**config.mk**
```make
export PLATFORM = sky130hd
export DESIGN_NAME = alu_sequencer
export DESIGN_NICKNAME = d
export VERILOG_FILES = /design/src/rtl/alu_sequencer.sv
export SDC_FILE = /design/constraint.sdc
export NUM_CORES = 1
export LEC_CHECK = 0
export ABC_AREA = 1
export CORE_ASPECT_RATIO = 1.75
export CORE_MARGIN = 2
export CORE_UTILIZATION = 50
export CTS_BUF_LIST = sky130_fd_sc_hd__clkbuf_16
export CTS_CLUSTER_DIAMETER = 30
export DETAILED_ROUTE_END_ITERATION = 7
export PLACE_DENSITY = 0.73
export SLEW_MARGIN = 25
export SYNTH_ARGS = -nofsm -noshare
export SYNTH_HDL_FRONTEND = slang
export SYNTH_SLANG_ARGS = --single-unit
```
**constraint.sdc**
```tcl
create_clock -name clk -period 12.65 [get_ports clk]
set_clock_uncertainty 0.05 [all_clocks]
set_input_delay 2.53 -clock clk [delete_from_list [all_inputs] [get_ports clk]]
set_output_delay 2.53 -clock clk [all_outputs]
set_load 0.02 [all_outputs]
```
**src/rtl/alu_sequencer.sv**
```systemverilog
// Command sequencer for an external combinational ALU: reads operands from a local
// register file, issues A/B/Sel, captures C, writes it back and returns it to the caller.
module alu_sequencer #(
    parameter int unsigned DATA_W = 32,
    parameter int unsigned NREGS  = 8,
    parameter int unsigned AW     = 3
) (
    input  logic              clk,
    input  logic              rst,
    input  logic              load_valid,
    output logic              load_ready,
    input  logic [AW-1:0]     load_addr,
    input  logic [DATA_W-1:0] load_data,
    input  logic              cmd_valid,
    output logic              cmd_ready,
    input  logic [3:0]        cmd_op,
    input  logic [AW-1:0]     cmd_rd,
    input  logic [AW-1:0]     cmd_rs1,
    input  logic [AW-1:0]     cmd_rs2,
    output logic [DATA_W-1:0] alu_a,
    output logic [DATA_W-1:0] alu_b,
    output logic [3:0]        alu_sel,
    input  logic [DATA_W-1:0] alu_c,
    output logic              res_valid,
    input  logic              res_ready,
    output logic [DATA_W-1:0] res_data,
    output logic [AW-1:0]     res_rd,
    output logic              res_err,
    output logic              busy
);

    localparam logic [1:0] IDLE  = 2'd0;
    localparam logic [1:0] ISSUE = 2'd1;
    localparam logic [1:0] RESP  = 2'd2;

    localparam logic [3:0] LAST_VALID_OP = 4'd9;

    logic [1:0]        state;
    logic [1:0]        state_next;
    logic [DATA_W-1:0] rf [NREGS];
    logic              load_fire;
    logic              cmd_fire;
    logic              op_bad;

    // Loads take priority over commands while idle; nothing is accepted otherwise.
    assign load_ready = (state == IDLE);
    assign cmd_ready  = (state == IDLE) && !load_valid;
    assign load_fire  = load_valid && load_ready;
    assign cmd_fire   = cmd_valid && cmd_ready;
    assign op_bad     = (alu_sel > LAST_VALID_OP);
    assign res_valid  = (state == RESP);
    assign busy       = (state != IDLE);

    // State register.
    always_ff @(posedge clk or posedge rst) begin
        if (rst) begin
            state <= IDLE;
        end else begin
            state <= state_next;
        end
    end

    // Next-state logic; ISSUE always lasts exactly one cycle.
    always_comb begin
        state_next = state;
        case (state)
            IDLE:    if (cmd_fire) state_next = ISSUE;
            ISSUE:   state_next = RESP;
            RESP:    if (res_ready) state_next = IDLE;
            default: state_next = IDLE;
        endcase
    end

    // Register file: preload writes in IDLE, result writeback at the end of ISSUE.
    always_ff @(posedge clk or posedge rst) begin
        if (rst) begin
            for (int unsigned i = 0; i < NREGS; i++) begin
                rf[i] <= '0;
            end
        end else if (load_fire) begin
            rf[load_addr] <= load_data;
        end else if ((state == ISSUE) && !op_bad) begin
            rf[res_rd] <= alu_c;
        end
    end

    // Operand/select registers hold the last issued command until the next one.
    always_ff @(posedge clk or posedge rst) begin
        if (rst) begin
            alu_a   <= '0;
            alu_b   <= '0;
            alu_sel <= '0;
            res_rd  <= '0;
        end else if (cmd_fire) begin
            alu_a   <= rf[cmd_rs1];
            alu_b   <= rf[cmd_rs2];
            alu_sel <= cmd_op;
            res_rd  <= cmd_rd;
        end
    end

    // Result capture; unsupported selects return zero with the error flag set.
    always_ff @(posedge clk or posedge rst) begin
        if (rst) begin
            res_data <= '0;
            res_err  <= 1'b0;
        end else if (state == ISSUE) begin
            res_data <= op_bad ? '0 : alu_c;
            res_err  <= op_bad;
        end
    end

endmodule

```
==> metrics <==
worst hold endpoint alu_b[7]; worst slew pin tran 1.05 ns; DRC viols 0; CP most frequent cell clkdlybuf4s50_1; 1st-pass router iterations 7; max cap viols 0; final RePlAce weighted congestion approximately 0.92; Worst R2R End rf[155]; DR WL/cell approximately 19 um; clk buf depth 3; Die ar. 49,700 sq um; root buf cell clkbuf_16; Hold Path Cell Cnt 2; critical path peak fanout 3; wl on met1 around 33,000 um; Synth cell types 20; Sw Ratio between 30% and 40%; row count roughly 110; sequential fraction of the synthesis area 37.9%; Comb pwr share 26.3%; critical-path cell list clkdlybuf4s50_1 > nor2_1 > clkdlybuf4s50_1; clock power share between 40% and 50%; Setup-failing EPs final 0; Die Y 293 um; crit path max-delay cell type clkdlybuf4s50_1; vias per inst 5.72; dpl hpwl about 53,000 um; kind of critical path in2out; pwr/cell area around 170 nW/um^2; final wirelength around 87,000 um; post-synthesis cell area roughly 24,000 sq um; Routed met2 length 39,100 um; CTS Sinks about 360; Final TNS setup 0 ns; first-pass GRT wire length between 100,000 and 150,000 um; Core ar. between 40,000 and 50,000 sq um; top routing layer used met5; Net Switching roughly 1600 uW; CP max stage delay 0.72 ns; layout cells sized above 1 between 5 and 6%; # hold bufs at CTS 0; PortBufs roughly 190; hold crit path type reg2reg; CTS resizes 0; CP Launch Type input port; ANT nets after route 0; DIE WIDTH approximately 170 um; Skew-Pair Late Insertion Delay ~0.59 ns; clock slew seen by the registers of the worst setup and hold paths 0.04 ns; FMAX approximately 140 MHz; WP data required approximately 10 ns; critical hold path startpoint alu_b[7]; GRT Total Usage between 30% and 40%; P_leak around 0.016 uW; met3 WL about 11,000 um; mean post-synth cell area between 6 and 7 sq um; initial core utilization between 50% and 60%; total power between 4000 and 5000 uW; grt ovf 0; fin crit period 6.91 ns; FF-to-FF Start state[0]; flops & latches, synth between 300 and 400; r2r worst-path depth 7; worst vdd ir around 0.11 mV; vias in the first global route 24,100; Final period util 54.6%; via count 25,600; initial detailed-routing violation count approximately 3,600; post-CTS setup buffer count 0; reg-to-reg slack, setup approximately 8.9 ns; Final Max Slew Viols 0; # diodes 0; # IOs between 150 and 200; Int Pwr 3080 uW; nets between 3,000 and 4,000; outcome completed; Max-slew headroom between 20 and 30%; initial antenna violation count 3; Ys Warns 0; CP arrival ~4.3 ns; synthesis-to-finish area growth 16.1%; syn_nets 3,928; RSZ-0062 raised after global routing no; largest net degree at the start of global routing 142; Mapped Cells ~3,800; H-tree levels 3; total CTS buffers 72; CTS tree done; Crit. End Element output port; sequential power share between 30% and 40%; Hold Vio Cnt, Final 0
-- per-stage QoR --
stage	util, %	instances	hold slack (ns)	cell area [sq um]	worst slack (ns)
6_report	58.5	4479	0.424	27800	5.74
4_1_cts	58.5	4479	0.430	27800	5.80
5_1_grt	58.5	4479	0.441	27800	5.64
2_1_floorplan	-	3843	0.425	23900	0.0230
3_3_place_gp	53.4	4349	0.413	25300	5.82
3_5_place_dp	53.4	4349	0.417	25300	5.80
-- per-layer routing --
layer	vias to the layer above	track usage, %
met5	-	0
met4	6	14.8
met3	334	7.54
met2	1748	54.4
met1	11600	46.0
li1	11900	-
-- power groups by stage --
stage	Sequential [uW]	Clock [uW]	Combinational (uW)
floorplan	1620	0	680
global placement	1520	0	1200
detailed placement	1530	0	1210
CTS	1510	1950	1220
global route	1540	2000	1350
finish	1510	1940	1230
-- kinds of logic (layout without fill, tap and decap cells) --
| logic type | Yosys count | count (layout) | share of synthesized area, % |
|---|---|---|---|
| DFF | 362 | 362 | 37.9 |
| AOI/OAI and AO/OA | 39 | 39 | 0.816 |
| buffers and inverters | 662 | 704 | 11.8 |
| and+or+nand+nor | 2780 | 2780 | 49.5 |
-- critical path, delay by kind of cell --
family                 cells  cell delay (ns)
and+or+nand+nor            1             0.56
buffers and inverters      2             1.24
-- flip-flops by register name, indices dropped and copies added, names as in the netlist --
name / count
state: 2
res_err: 1
alu_sel: 4
res_data: 32
alu_a: 32
rf: 256
alu_b: 32
res_rd: 3
-- area by class of cell --
cell class | count | area [sq um]
Fill cell | 4614 | 19700
Multi-Input combinational cell | 2819 | 12100
Sequential cell | 362 | 9060
Timing Repair Buffer | 223 | 2160
Clock buffer | 75 | 1880
Inverter | 351 | 1330
Tap cell | 594 | 743
Clock inverter | 55 | 551
-- worst max path at each step --
stage / start / endpoint / slack (ns) / cells past startpoint
final: load_valid / cmd_ready / 5.74 / 3
after CTS: load_valid / cmd_ready / 5.80 / 3
after global placement: load_valid / cmd_ready / 5.82 / 3
after global routing: load_valid / cmd_ready / 5.64 / 3
after floorplan: rst / alu_a[0] / 0.02 / 1
after detailed placement: load_valid / cmd_ready / 5.80 / 3
-- cell usage in the layout (no fill, tap or decap), drive strengths merged --
master / n
nand2: 1762
nand3: 944
inv: 363
dfrtp: 362
clkdlybuf4s50: 188
clkbuf: 75
nor2: 74
o21ai: 37
buf: 35
clkinv: 30
bufinv: 9
clkinvlp: 4
a21oi: 2
-- synth_stat cells --
master | number | area [sq um]
a21oi_1 | 2 | 10.0
buf_1 | 60 | 225
buf_2 | 48 | 240
buf_4 | 45 | 338
buf_6 | 15 | 169
clkbuf_1 | 142 | 533
clkbuf_2 | 1 | 5.00
dfrtp_1 | 362 | 9060
inv_1 | 337 | 1260
inv_2 | 14 | 52.6
nand2_1 | 1744 | 6550
nand2_2 | 7 | 43.8
nand2_4 | 11 | 124
nand3_1 | 944 | 4720
nor2_1 | 49 | 184
nor2_2 | 13 | 81.3
nor2_4 | 11 | 124
nor2_8 | 1 | 20.0
o21ai_0 | 7 | 35.0
o21ai_1 | 30 | 150
(Power assumes the default switching activity.)
